===== src/rtl/ex_block_mc.sv =====
// ex_block_mc - multi-cycle execution block.
//
// Executes the 6-bit op_dec instruction set at WIDTH bits. The result is
// registered. Valid/ready handshakes sit on both the input and output sides.
// MUL is a shift-add over WIDTH cycles. Variable shifts are either iterative,
// one bit per cycle, or a single-cycle barrel shift, chosen by FAST_SHIFT.
//
// Ports:
//   clk, reset      rising-edge clock, synchronous active-high reset
//   in_valid        op_dec/A/B/data_in valid
//   in_ready        block accepts an op this cycle
//   op_dec          6-bit opcode
//   A, B            operands (B also address / shift amount / branch target)
//   data_in         immediate for 001xxx ops, IN port data
//   out_valid       result registers valid
//   out_ready       downstream consumes the result
//   ans_ex          result / address / target
//   DM_data         store data (ST)
//   data_out        output-port register (OUT)
//   flag_ex         {carry, zero} flag register
//   branch_taken    branch decision, qualified by out_valid
//   halted          sticky after HLT
module ex_block_mc #(
    parameter int WIDTH      = 16,
    parameter int FAST_SHIFT = 0,
    parameter int SHW        = $clog2(WIDTH)
) (
    input  logic             clk,
    input  logic             reset,
    input  logic             in_valid,
    output logic             in_ready,
    input  logic [5:0]       op_dec,
    input  logic [WIDTH-1:0] A,
    input  logic [WIDTH-1:0] B,
    input  logic [WIDTH-1:0] data_in,
    output logic             out_valid,
    input  logic             out_ready,
    output logic [WIDTH-1:0] ans_ex,
    output logic [WIDTH-1:0] DM_data,
    output logic [WIDTH-1:0] data_out,
    output logic [1:0]       flag_ex,
    output logic             branch_taken,
    output logic             halted
);
    localparam int CW = $clog2(WIDTH + 1);

    localparam logic [5:0] OP_ADD = 6'b000000, OP_SUB = 6'b000001,
                           OP_MOV = 6'b000010, OP_MUL = 6'b000011,
                           OP_AND = 6'b000100, OP_OR  = 6'b000101,
                           OP_XOR = 6'b000110, OP_NOT = 6'b000111,
                           OP_ADI = 6'b001000, OP_SBI = 6'b001001,
                           OP_MVI = 6'b001010, OP_ANI = 6'b001100,
                           OP_ORI = 6'b001101, OP_XRI = 6'b001110,
                           OP_NTI = 6'b001111, OP_RET = 6'b010000,
                           OP_HLT = 6'b010001, OP_ST  = 6'b010100,
                           OP_LD  = 6'b010101, OP_IN  = 6'b010110,
                           OP_OUT = 6'b010111, OP_JMP = 6'b011000,
                           OP_LS  = 6'b011001, OP_RS  = 6'b011010,
                           OP_RSA = 6'b011011, OP_JC  = 6'b011100,
                           OP_JNC = 6'b011101, OP_JZ  = 6'b011110,
                           OP_JNZ = 6'b011111;

    // Flag update modes applied at completion.
    localparam logic [1:0] F_KEEP = 2'd0, F_CZ = 2'd1, F_ZC = 2'd2;

    typedef enum logic [1:0] {IDLE, MUL, SHIFT, DONE} state_t;

    state_t state, state_next;

    logic [5:0]         op_r;
    logic [2*WIDTH-1:0] acc;      // {partial product, remaining multiplier}
    logic [WIDTH-1:0]   mcand;
    logic [WIDTH-1:0]   sh;
    logic [CW-1:0]      cnt;

    logic               accept, is_shift, shift_iter, last;
    logic [WIDTH-1:0]   bsel;
    logic [SHW-1:0]     amt;

    function automatic logic [1:0] next_flags(input logic [1:0]       mode,
                                              input logic             c,
                                              input logic [WIDTH-1:0] r,
                                              input logic [1:0]       cur);
        logic [1:0] f;
        case (mode)
            F_CZ:    f = {c, (r == '0)};
            F_ZC:    f = {1'b0, (r == '0)};
            default: f = cur;
        endcase
        return f;
    endfunction

    // DONE is treated like IDLE for acceptance so a new op can be taken in
    // the same cycle the held result is consumed.
    assign out_valid  = (state == DONE);
    assign in_ready   = ((state == IDLE) || (state == DONE)) && !halted &&
                        (!out_valid || out_ready);
    assign accept     = in_valid && in_ready;
    assign bsel       = (op_dec[5:3] == 3'b001) ? data_in : B;
    assign amt        = B[SHW-1:0];
    assign is_shift   = (op_dec == OP_LS) || (op_dec == OP_RS) || (op_dec == OP_RSA);
    assign shift_iter = is_shift && (FAST_SHIFT == 0) && (amt != '0);
    assign last       = (cnt == CW'(1));

    // Barrel shifter: one extra bit beyond the word captures the last bit
    // shifted out, and is naturally 0 when the amount is 0.
    logic [WIDTH:0]        lext, rext, aext;
    logic signed [WIDTH:0] sext;
    always_comb begin
        lext = {1'b0, A} << amt;
        rext = {A, 1'b0} >> amt;
        sext = {A, 1'b0};
        aext = sext >>> amt;
    end

    logic [WIDTH-1:0] sc_ans;
    logic             sc_c, sc_br, sc_st, sc_out, sc_hlt;
    logic [1:0]       sc_fmode;
    logic [WIDTH:0]   ext;
    always_comb begin
        sc_ans   = '0;
        sc_c     = 1'b0;
        sc_fmode = F_KEEP;
        sc_br    = 1'b0;
        sc_st    = 1'b0;
        sc_out   = 1'b0;
        sc_hlt   = 1'b0;
        ext      = '0;
        case (op_dec)
            OP_ADD, OP_ADI: begin
                ext = {1'b0, A} + {1'b0, bsel};
                sc_ans = ext[WIDTH-1:0]; sc_c = ext[WIDTH]; sc_fmode = F_CZ;
            end
            OP_SUB, OP_SBI: begin
                ext = {1'b0, A} - {1'b0, bsel};
                sc_ans = ext[WIDTH-1:0]; sc_c = ext[WIDTH]; sc_fmode = F_CZ;
            end
            OP_MOV, OP_MVI: sc_ans = bsel;
            OP_AND, OP_ANI: begin sc_ans = A & bsel; sc_fmode = F_ZC; end
            OP_OR,  OP_ORI: begin sc_ans = A | bsel; sc_fmode = F_ZC; end
            OP_XOR, OP_XRI: begin sc_ans = A ^ bsel; sc_fmode = F_ZC; end
            OP_NOT, OP_NTI: begin sc_ans = ~bsel;    sc_fmode = F_ZC; end
            OP_LS:  begin sc_ans = lext[WIDTH-1:0]; sc_c = lext[WIDTH]; sc_fmode = F_CZ; end
            OP_RS:  begin sc_ans = rext[WIDTH:1];   sc_c = rext[0];     sc_fmode = F_CZ; end
            OP_RSA: begin sc_ans = aext[WIDTH:1];   sc_c = aext[0];     sc_fmode = F_CZ; end
            OP_RET, OP_JMP: begin sc_ans = B; sc_br = 1'b1; end
            OP_JC:  begin sc_ans = B; sc_br = flag_ex[1];  end
            OP_JNC: begin sc_ans = B; sc_br = !flag_ex[1]; end
            OP_JZ:  begin sc_ans = B; sc_br = flag_ex[0];  end
            OP_JNZ: begin sc_ans = B; sc_br = !flag_ex[0]; end
            OP_ST:  begin sc_ans = B; sc_st = 1'b1; end
            OP_LD:  sc_ans = B;
            OP_IN:  sc_ans = data_in;
            OP_OUT: sc_out = 1'b1;
            OP_HLT: sc_hlt = 1'b1;
            default: sc_ans = '0;
        endcase
    end

    // One iteration step for MUL and for the iterative shifter.
    logic [WIDTH:0]     mul_sum;
    logic [2*WIDTH-1:0] mul_next;
    logic [WIDTH-1:0]   sh_next;
    logic               sh_c;
    always_comb begin
        mul_sum  = {1'b0, acc[2*WIDTH-1:WIDTH]} + (acc[0] ? {1'b0, mcand} : '0);
        mul_next = {mul_sum, acc[WIDTH-1:1]};
        case (op_r)
            OP_LS:   begin sh_next = {sh[WIDTH-2:0], 1'b0};      sh_c = sh[WIDTH-1]; end
            OP_RS:   begin sh_next = {1'b0, sh[WIDTH-1:1]};      sh_c = sh[0];       end
            default: begin sh_next = {sh[WIDTH-1], sh[WIDTH-1:1]}; sh_c = sh[0];     end
        endcase
    end

    always_ff @(posedge clk) begin
        if (reset) state <= IDLE;
        else       state <= state_next;
    end

    always_comb begin
        state_next = state;
        case (state)
            IDLE, DONE: begin
                if (accept) begin
                    if (op_dec == OP_MUL) state_next = MUL;
                    else if (shift_iter)  state_next = SHIFT;
                    else                  state_next = DONE;
                end else if ((state == DONE) && out_ready) begin
                    state_next = IDLE;
                end
            end
            MUL:     if (last) state_next = DONE;
            SHIFT:   if (last) state_next = DONE;
            default: state_next = IDLE;
        endcase
    end

    always_ff @(posedge clk) begin
        if (reset) begin
            op_r         <= '0;
            acc          <= '0;
            mcand        <= '0;
            sh           <= '0;
            cnt          <= '0;
            ans_ex       <= '0;
            DM_data      <= '0;
            data_out     <= '0;
            flag_ex      <= '0;
            branch_taken <= 1'b0;
            halted       <= 1'b0;
        end else if (accept) begin
            op_r <= op_dec;
            if (op_dec == OP_MUL) begin
                acc   <= {{WIDTH{1'b0}}, B};
                mcand <= A;
                cnt   <= CW'(WIDTH);
            end else if (shift_iter) begin
                sh  <= A;
                cnt <= CW'(amt);
            end else begin
                ans_ex       <= sc_ans;
                branch_taken <= sc_br;
                flag_ex      <= next_flags(sc_fmode, sc_c, sc_ans, flag_ex);
                if (sc_st)  DM_data  <= A;
                if (sc_out) data_out <= A;
                if (sc_hlt) halted   <= 1'b1;
            end
        end else if (state == MUL) begin
            acc <= mul_next;
            cnt <= cnt - CW'(1);
            if (last) begin
                ans_ex       <= mul_next[WIDTH-1:0];
                flag_ex      <= next_flags(F_CZ, |mul_next[2*WIDTH-1:WIDTH],
                                           mul_next[WIDTH-1:0], flag_ex);
                branch_taken <= 1'b0;
            end
        end else if (state == SHIFT) begin
            sh  <= sh_next;
            cnt <= cnt - CW'(1);
            if (last) begin
                ans_ex       <= sh_next;
                flag_ex      <= next_flags(F_CZ, sh_c, sh_next, flag_ex);
                branch_taken <= 1'b0;
            end
        end
    end
endmodule


===== config.mk =====
export PLATFORM = sky130hd
export DESIGN_NAME = ex_block_mc
export DESIGN_NICKNAME = d
export VERILOG_FILES = /design/src/rtl/ex_block_mc.sv
export SDC_FILE = /design/constraint.sdc
export NUM_CORES = 1
export LEC_CHECK = 0
export CAP_MARGIN = 20
export CELL_PAD_IN_SITES_DETAIL_PLACEMENT = 0
export CELL_PAD_IN_SITES_GLOBAL_PLACEMENT = 1
export CORE_UTILIZATION = 47
export CTS_CLUSTER_DIAMETER = 150
export CTS_CLUSTER_SIZE = 8
export DETAILED_ROUTE_END_ITERATION = 16
export PLACE_DENSITY_LB_ADDON = 0.1
export SLEW_MARGIN = 20
export SYNTH_ARGS = -nofsm -noshare
export SYNTH_HDL_FRONTEND = slang
export SYNTH_SLANG_ARGS = --single-unit

===== constraint.sdc =====
create_clock -name clk -period 10.4 [get_ports clk]
set_input_delay 1.04 -clock clk [delete_from_list [all_inputs] [get_ports clk]]
set_output_delay 1.04 -clock clk [all_outputs]
set_load 0.02 [all_outputs]

=== After elaboration in Yosys (flattened, before gate mapping) ===
Cells that the tools add are included.

* Bits in latches: 0
* Memories: 0
* Memory bits (read-only): 0
* Output and inout port bits: 54
* Memory bits (writable): 0
* Bits in registers: 129

* Add/subtract/negate cells: 4
* Divide/modulo/power cells: 0
* Bitwise logic cells: 6
* Muxes and demuxes: 51
* Reductions and logical operators: 47
* Equality and inequality tests: 48
* Multipliers: 0
* $lt $le $gt $ge: 0
* Shift-type cells: 3

{| class="wikitable"
|+ Operator list
! operator !! number
|-
| 16-bit 2-to-1 mux || 14
|-
| 16-bit case mux with 12 select lines || 1
|-
| 6-bit by 5-bit equality test with 1-bit output, second input constant || 16
|-
| 32-bit 2-to-1 mux || 3
|-
| 16-bit logical NOT || 3
|-
| 6-bit by 4-bit equality test with 1-bit output, second input constant || 7
|-
| 16-bit by 16-bit adder with 17-bit output || 2
|-
| 16-bit case mux with 2 select lines || 1
|-
| 5-bit 2-to-1 mux || 5
|-
| 6-bit by 3-bit equality test with 1-bit output, second input constant || 4
|-
| 2-bit 2-to-1 mux || 11
|-
| 2-bit OR reduction || 10
|-
| 16-bit by 4-bit << shifter with 17-bit output || 1
|-
| 17-bit by 4-bit >> shifter with 17-bit output || 1
|-
| 17-bit by 4-bit >>> shifter with 17-bit output || 1
|-
| 16-bit by 16-bit subtractor with 17-bit output || 1
|-
| 16-bit bitwise AND || 1
|-
| 16-bit NOT || 1
|-
| 16-bit OR || 1
|-
| 4-bit AND reduction || 4
|-
| 16-bit OR reduction || 1
|-
| 8-bit OR reduction || 2
|-
| 16-bit XOR || 1
|-
| 6-bit by 2-bit equality test with 1-bit output, second input constant || 2
|-
| other kinds (27) || 65
|}

=== Longest topological paths before layout ===
Gate-level depths: netlist of run 1.

* Depth after elaboration: 9
* Depth in mapped cells: 18
* Depth with buffers taken out: 14

=== Least setup slack after synthesis of run 1 ===
Ideal clock, no wire load.

* Kind: input-to-reg
* From: in op_dec[4]
* To: reg flag_ex[0]
* Stages: 16
* Path buffers: 4
* Setup slack: 5210 ps
* Data required time: 10304 ps
* Arrival time: 5094 ps
* Cell sequence: clkbuf_1 nor3b_1 buf_2 clkbuf_1 mux2i_1 ha_1 clkbuf_1 nand3_1 o2111ai_1 a2111o_1 a31o_2 a21oi_1 o21ai_0 a311o_1 or4_1 o41ai_2

* Longest elaborated chain between the ends: 9

{| class="wikitable"
|+ RTL lines
! element !! line !! source
|-
| start: declaration || 32 || <nowiki>input logic [5:0] op_dec,</nowiki>
|-
| 3-bit by 1-bit equality test with 1-bit output || 99 || <nowiki>assign bsel = (op_dec[5:3] == 3'b001) ? data_in : B;</nowiki>
|-
| 16-bit 2-to-1 mux || 99 ||
|-
| 16-bit by 16-bit subtractor with 17-bit output, or another cell as far along || 135 || <nowiki>ext = {1'b0, A} - {1'b0, bsel};</nowiki>
|-
| 16-bit case mux with 12 select lines || 129 || <nowiki>case (op_dec)</nowiki>
|-
| 16-bit logical NOT || 86, 87 ||
|-
| 2-bit case mux with 2 select lines || 85 || <nowiki>case (mode)</nowiki>
|-
| 2-bit 2-to-1 mux || 217 || <nowiki>end else if (shift_iter) begin</nowiki>
|-
| 2-bit 2-to-1 mux || 213 || <nowiki>if (op_dec == OP_MUL) begin</nowiki>
|-
| 2-bit 2-to-1 mux || 211 || <nowiki>end else if (accept) begin</nowiki>
|-
| end signal: assignment || 223 || <nowiki>flag_ex <= next_flags(sc_fmode, sc_c, sc_ans, flag_ex);</nowiki>
|-
| end signal: assignment || 233 || <nowiki>flag_ex <= next_flags(F_CZ, |mul_next[2*WIDTH-1:WIDTH],</nowiki>
|-
| end signal: assignment || 242 || <nowiki>flag_ex <= next_flags(F_CZ, sh_c, sh_next, flag_ex);</nowiki>
|-
| end: declaration || 41 || <nowiki>output logic [1:0] flag_ex,</nowiki>
|}

Parallel ways exist; a longest one is shown, timed or not. The select of a mux whose other input is x is not followed.
A chain may end at the register's enable or synchronous reset.

=== Final worst setup path of run 1 ===
* From: in op_dec[3]
* To: reg flag_ex[0]

Same word-level chain as after synthesis.

==> results_dict.tcl, run 1 <==
set metrics [dict create \
    cp.arrival_ps 5990 \
    period_share_pct 54.4 \
    chain_of_cells_forming_the_critical_path "clkdlybuf4s50_1 -> nor3b_2 -> buf_4 -> mux2i_1 -> ha_1 -> nand2b_1 -> a211o_4 -> a311oi_2 -> o2111ai_2 -> a211oi_2 -> nor3_1 -> a311o_1 -> or4_1 -> o41ai_2" \
    synthMostInstantiatedCell "nor2_1" \
    tightestPinTransition_ps 1070 \
    final-setup-viol-count 0 \
    h-tree-depth 4 \
    gr-usage-all-layers_pct 37.5 \
    drt.antenna.violating_nets 0 \
    cts.path.max_buffers 2 \
    synth.cells.most_frequent "220 x nor2_1, 180 x nand2_1, 143 x a21oi_1, 129 x dfxtp_1, 111 x clkbuf_1" \
    slew_headroom_pct 28.6 \
    timing_max_transition_violations_final 0 \
    grt_max_degree 71 \
    timing.final.hold_violations 0 \
    clock.fmax_mhz 177 \
    post-synth-top-area-cell "dfxtp_1" \
    muxShareOfSynthArea_pct 10.0 \
    post_cts_setup_bufs 0 \
    design.final.nets 1749 \
    route.final.wire_length_um 48700 \
    critical_path.slowest_cell "clkdlybuf4s50_1" \
    clock_power_share_pct 28.0 \
    route.detailed.drc 0 \
    cts_tree "yes" \
    total_number_of_vias 12834 \
    avg_synthesized_cell_area_sq_um 7.34 \
    post_synth_and_or_nand_nor_area_fraction_pct 24.5 \
    antenna_found_initial 1 \
    layout.core_utilization_pct 55.4 \
    critPathKind "input pin to register" \
    initial_core_util_pct 48.0 \
    area_of_the_die_sq_mm 0.0255 \
    ys_top_cells_by_area "dfxtp_1 22%, ha_1 7.6%, nor2_1 7.1%, a21oi_1 6.1%, nand2_1 5.8%" \
    power.leakage_uw 0.00535 \
    synth-warning-count 0 \
    cp_max_stage_delay_ps 790 \
    required_ps 10740 \
    end_kind "register" \
    netlist_area_sq_mm 0.0117 \
    path_delay_family "compound AO/OA/AOI/OAI gates" \
    final.hold.worst_slack_ps 452 \
    io_pins 112 \
    cp-start-kind "input pin" \
    post_cts_resized 0 \
    synthAdderAreaFrac_pct 7.93 \
    tritoncts.num_buffers 17 \
    kind_of_path_behind_the_tightest_hold_check "register to register" \
    hpwl_um 34900 \
    clkLatencyLatePin_ps 430 \
    swShare_pct 43.9 \
    place_congestion 1.04 \
    async_reset_ff_share_pct 0 \
    synth_top_family_by_area "compound AO/OA/AOI/OAI gates" \
    place.port_buffers 111 \
    post_route_cells_drive_above_1_share_pct 7.48 \
    die_width_um 160 \
    area_of_the_multi_input_gates_sq_mm 0.00838 \
    fillers 2408 \
    share_of_the_synthesized_area_in_compound_gates_ao_oa_aoi_oai_pct 27.4 \
    grt_pass1_vias 11891 \
    tritoncts_num_sinks 129 \
    critPathMaxFanout 20 \
    first_pass_iters 6 \
    timing.clock.skew_ps 12.8 \
    fin_setup_tns_ps 0 \
    clock_input_transition_at_the_sequential_cells_of_the_worst_setup_and_hold_paths_ps 70 \
    synth_cell_types 81 \
    post_drt_wl_per_cell_um 24.9 \
    synth_largest_type_area_fraction_pct 22.1 \
    drv_cap 0 \
    number_of_buffers_inserted_by_hold_repair_at_cts 0 \
    switchingPower_uw 986 \
    ir_worst_vdd_mv 0.299 \
    fp.coreArea_sq_mm 0.0244 \
    wire_length_of_the_first_global_routing_pass_um 73400 \
    sequential_cell_area_sq_mm 0.00258 \
    ys.flop_type "dfxtp_1" \
    synth_seq_cells 129 \
    cts-root-buf "clkbuf_16" \
    power_frac_seq_pct 28.7 \
    share_of_the_synthesized_netlist_area_taken_by_xor_and_xnor_gates_pct 1.50 \
    placementRows 57 \
    finalPower_uw 2240 \
    seq_area_frac_synth_pct 22.1 \
    vias_per_cell 6.56 \
    power_per_cell_area_mw_per_mm2 166 \
    synth_nets 1725 \
    fin_crit_ps 5660 \
    comb_power_share_pct 43.3 \
    cellInternalPower_uw 1260 \
    outcome "complete, no violations" \
    drt_iter0_drc 1624 \
    synthCells 1594 \
    crit_buf_inv 2 \
    rsz0062_at_grt "no" \
    synth_enable_flop_cells 0 \
    die_h_um 160 \
    growth_of_design_area_from_synthesis_to_finish_pct 15.3 \
    grt_remaining_overflow 0 \
]
cell type report:
cell class              count  share of cell area (%)
flip-flops and latches    129                    19.1
clock buffers              17                    3.15
well taps                 324                    3.00
clock inverters            15                    1.25
inverters                  67                    1.86
multi-input cells        1267                    62.1
repair buffers            136                    9.53
diodes                      1                  0.0185
flip-flops by register name, summed over array words and instances, names as in the netlist:
signal,count
acc,32
DM_data,16
ans_ex,16
data_out,16
mcand,16
sh,16
op_r,6
cnt,5
flag_ex,2
state,2
branch_taken,1
halted,1
power by group through the flow:
stage / sequential [uW] / combinational (uW) / clock, uW
6_report: 644 / 972 / 629
5_1_grt: 652 / 1050 / 649
4_1_cts: 643 / 953 / 629
3_5_place_dp: 653 / 947 / 0
3_3_place_gp: 652 / 944 / 0
2_1_floorplan: 662 / 605 / 0
layout by cell type (no fill, tap or decap), types with 29 or more instances in the layout:
cell type and instances:
dfxtp_1 129, a211oi_1 43, nand2_1 179, ha_1 71, nor2_1 219, o211ai_1 39, nand3_1 29, o21ai_0 54
clkdlybuf4s50_1 108, inv_1 65, mux2i_1 53, nor3_1 44, a21oi_1 142
tightest hold or removal path, cell delays in order (launching register included):
cell     delay, ps
dfxtp_1        310
nand2_1         50
a21oi_1         50
path summary, 6_finish.rpt:
kind	start	end	slack [ps]	cells after the start
worst max-delay path	op_dec[3]	flag_ex[0]$_SDFFE_PP0P_	4740	14
worst min-delay path	mcand[12]$_SDFFE_PP0P_	mcand[12]$_SDFFE_PP0P_	450	2
worst max register to register	state[0]$_SDFFE_PP0P_	flag_ex[0]$_SDFFE_PP0P_	6310	13
worst min register to register	mcand[12]$_SDFFE_PP0P_	mcand[12]$_SDFFE_PP0P_	450	2
through the flow:
stage / instances / instance area, sq um / setup WS, ps
after floorplan: 1594 / 11700 / 5210
after global placement: 1923 / 12900 / 4590
after detailed placement: 1923 / 12900 / 4470
after CTS: 1955 / 13500 / 4890
after global routing: 1955 / 13500 / 4590
final: 1956 / 13500 / 4740
metal layers:
layer	track usage, %	part of all wire (%)	vias to the layer above
li1	-	-	5888
met1	50.9	42	6089
met2	57.7	44	737
met3	7.27	9.9	120
met4	16.7	4.6	0
met5	0	0	-
logic make-up after synthesis:
group	Yosys count
fa+ha+maj	73
simple gates	619
flops	129
compound gates	469
mux	86
buf+inv	198
xor+xnor	20
(Power assumes the default switching activity.)
==> run 2, diff against run 1 <==
--- a/config.mk
+++ b/config.mk
@@ -8,7 +8,7 @@
 export CAP_MARGIN = 20
 export CELL_PAD_IN_SITES_DETAIL_PLACEMENT = 0
 export CELL_PAD_IN_SITES_GLOBAL_PLACEMENT = 1
-export CORE_UTILIZATION = 47
+export CORE_UTILIZATION = 39
 export CTS_CLUSTER_DIAMETER = 150
 export CTS_CLUSTER_SIZE = 8
 export DETAILED_ROUTE_END_ITERATION = 16
==> constraint.sdc (replaced) <==
create_clock -name clk -period 4.94 [get_ports clk]
set_input_delay 0.494 -clock clk [delete_from_list [all_inputs] [get_ports clk]]
set_output_delay 0.494 -clock clk [all_outputs]
set_load 0.02 [all_outputs]
==> run 2 against run 1 <==
First-iteration DRC count is 23% lower. Highest routed layer unchanged. Die area is 20% higher. Register-to-register slack worse by 5000 ps. Clock power is 100% higher. Flip-flop and latch count stayed put. Via count is 1.7% higher.
==> results_dict.tcl, run 2 (synthesis gave the netlist of run 1 again) <==
set metrics [dict create \
    outcome "complete, no violations" \
    area_of_the_die_sq_mm 0.0307 \
    post_cts_resized 0 \
    drv_cap 0 \
    fin_setup_tns_ps 0 \
    final-setup-viol-count 0 \
    postLayoutCellArea_sq_mm 0.0143 \
    fillers 3059 \
    tightestPinTransition_ps 921 \
    gr-usage-all-layers_pct 33.7 \
    final_common_cell "nor2_1" \
    cellInternalPower_uw 2790 \
    swShare_pct 41.4 \
    power_frac_seq_pct 28.5 \
    die_width_um 175 \
    number_of_buffers_inserted_by_hold_repair_at_cts 0 \
    largest_register_ff_count 32 \
    clock_power_share_pct 26.9 \
    kind_of_path_behind_the_tightest_hold_check "register to register" \
    highest-signal-layer "met4" \
    post_drt_wl_per_cell_um 24.4 \
    cts.path.max_buffers 2 \
    power.leakage_uw 0.00583 \
    cp.arrival_ps 4880 \
    tritoncts_num_sinks 129 \
    end_kind "register" \
    switchingPower_uw 1970 \
    place_congestion 0.996 \
    sequential_cell_area_sq_mm 0.00258 \
    postPlaceCellArea_sq_mm 0.0137 \
    tritoncts.num_buffers 17 \
    finalPower_uw 4760 \
    power_per_cell_area_mw_per_mm2 332 \
    cts-root-buf "clkbuf_16" \
    post_route_cells_drive_above_1_share_pct 12.4 \
    met2WireLength_um 22700 \
    vias_per_cell 6.16 \
    critPathKind "input pin to register" \
    placementRows 63 \
    slew_headroom_pct 38.4 \
    final.hold.worst_slack_ps 448 \
    layout_common_cells "220 x nor2_1, 179 x nand2_1, 143 x a21oi_1, 129 x dfxtp_1, 123 x buf_4" \
    place.port_buffers 111 \
    ir_worst_vdd_mv 0.234 \
    comb_power_share_pct 44.7 \
    rsz0062_at_grt "no" \
    area_of_the_multi_input_gates_sq_mm 0.00836 \
    route.final.wire_length_um 51600 \
    required_ps 5280 \
    timing.final.hold_violations 0 \
    initial_core_util_pct 39.6 \
    clkLatencyLatePin_ps 440 \
    h-tree-depth 4 \
    period_share_pct 92.0 \
    timing_max_transition_violations_final 0 \
    antennaDiodeCount 0 \
    max_flop_register "acc" \
    fp.coreArea_sq_mm 0.0296 \
    route.detailed.drc 0 \
    wire_length_of_the_first_global_routing_pass_um 77600 \
    first_pass_iters 6 \
    cp-start-kind "input pin" \
    clock_input_transition_at_the_sequential_cells_of_the_worst_setup_and_hold_paths_ps 60 \
    total_number_of_vias 13050 \
    timing.clock.skew_ps 11.6 \
    clock.fmax_mhz 220 \
    io_pins 112 \
    growth_of_design_area_from_synthesis_to_finish_pct 22.3 \
    design.final.nets 1847 \
    grt_remaining_overflow 0 \
    post_cts_setup_bufs 0 \
    drt_iter0_drc 1251 \
    die_h_um 175 \
    antenna_found_initial 0 \
    fin_crit_ps 4540 \
    met3WireLength_um 3430 \
    grt_pass1_vias 12451 \
    critPathMaxFanout 7 \
    hpwl_um 39700 \
    grt_max_degree 67 \
    drt.antenna.violating_nets 0 \
    m1WireLength_um 23000 \
    cts_tree "yes" \
]
## run 2: cell types whose count changed in the layout (fill, tap and decap cells not counted), sizes merged
cell / change
clkinv: +2
clkbuf: +4
diode: -1
bufinv: +1
buf: +98
inv: -7
## run 2: metrics by stage
step	utilization, %	cells	setup slack [ps]
after floorplan	-	1594	296
after global placement	46.4	2087	138
after detailed placement	46.4	2087	40.9
after CTS	48.4	2119	506
after global routing	48.4	2119	262
final	48.4	2119	398
## run 2: worst paths after layout
| check | startpoint | to | slack [ps] | depth (start not counted) |
|---|---|---|---|---|
| min reg2reg | mcand[4]$_SDFFE_PP0P_ | mcand[4]$_SDFFE_PP0P_ | 450 | 2 |
| max | op_dec[3] | flag_ex[0]$_SDFFE_PP0P_ | 400 | 14 |
| max reg2reg | acc[0]$_SDFFE_PP0P_ | flag_ex[1]$_SDFFE_PP0P_ | 1330 | 12 |
| min | mcand[4]$_SDFFE_PP0P_ | mcand[4]$_SDFFE_PP0P_ | 450 | 2 |
## run 2: area by class of cell
type,instances,area share [%]
multi-input cells,1267,58.4
flip-flops and latches,129,18.0
repair buffers,234,14.2
well taps,390,3.41
clock buffers,21,3.29
inverters,67,1.76
clock inverters,11,0.900
## run 2: critical path, stage by stage
cell	delay (ps)
clkdlybuf4s50_1	490
nor3b_2	490
buf_4	280
mux2i_1	240
ha_1	350
nor2b_1	280
o41ai_1	140
a311oi_2	440
o2111ai_2	210
a211oi_2	290
nor3_1	90
a311o_1	350
or4_1	540
o41ai_2	190
## run 2: power groups by stage
| stage | Sequential (uW) | Clock, uW | Combinational (uW) |
|---|---|---|---|
| after CTS | 1350 | 1310 | 2100 |
| after detailed placement | 1380 | 0 | 2090 |
| after floorplan | 1390 | 0 | 1270 |
| after global routing | 1370 | 1350 | 2300 |
| final | 1350 | 1280 | 2120 |
| after global placement | 1370 | 0 | 2080 |
## run 2: layer usage
layer,track usage [%],vias to the layer above
met3,4.70,117
met4,15.4,0
met1,45.8,6272
met2,52.7,575
li1,-,6086
met5,0,-
==> run 3, diff against run 2 <==
--- a/config.mk
+++ b/config.mk
@@ -13,7 +13,7 @@
 export CTS_CLUSTER_SIZE = 8
 export DETAILED_ROUTE_END_ITERATION = 16
 export PLACE_DENSITY_LB_ADDON = 0.1
-export SLEW_MARGIN = 20
+export SLEW_MARGIN = 5
 export SYNTH_ARGS = -nofsm -noshare
 export SYNTH_HDL_FRONTEND = slang
 export SYNTH_SLANG_ARGS = --single-unit
==> results of run 3 <==
Same layout as run 2: the final DEF is identical, and so are final timing and power.
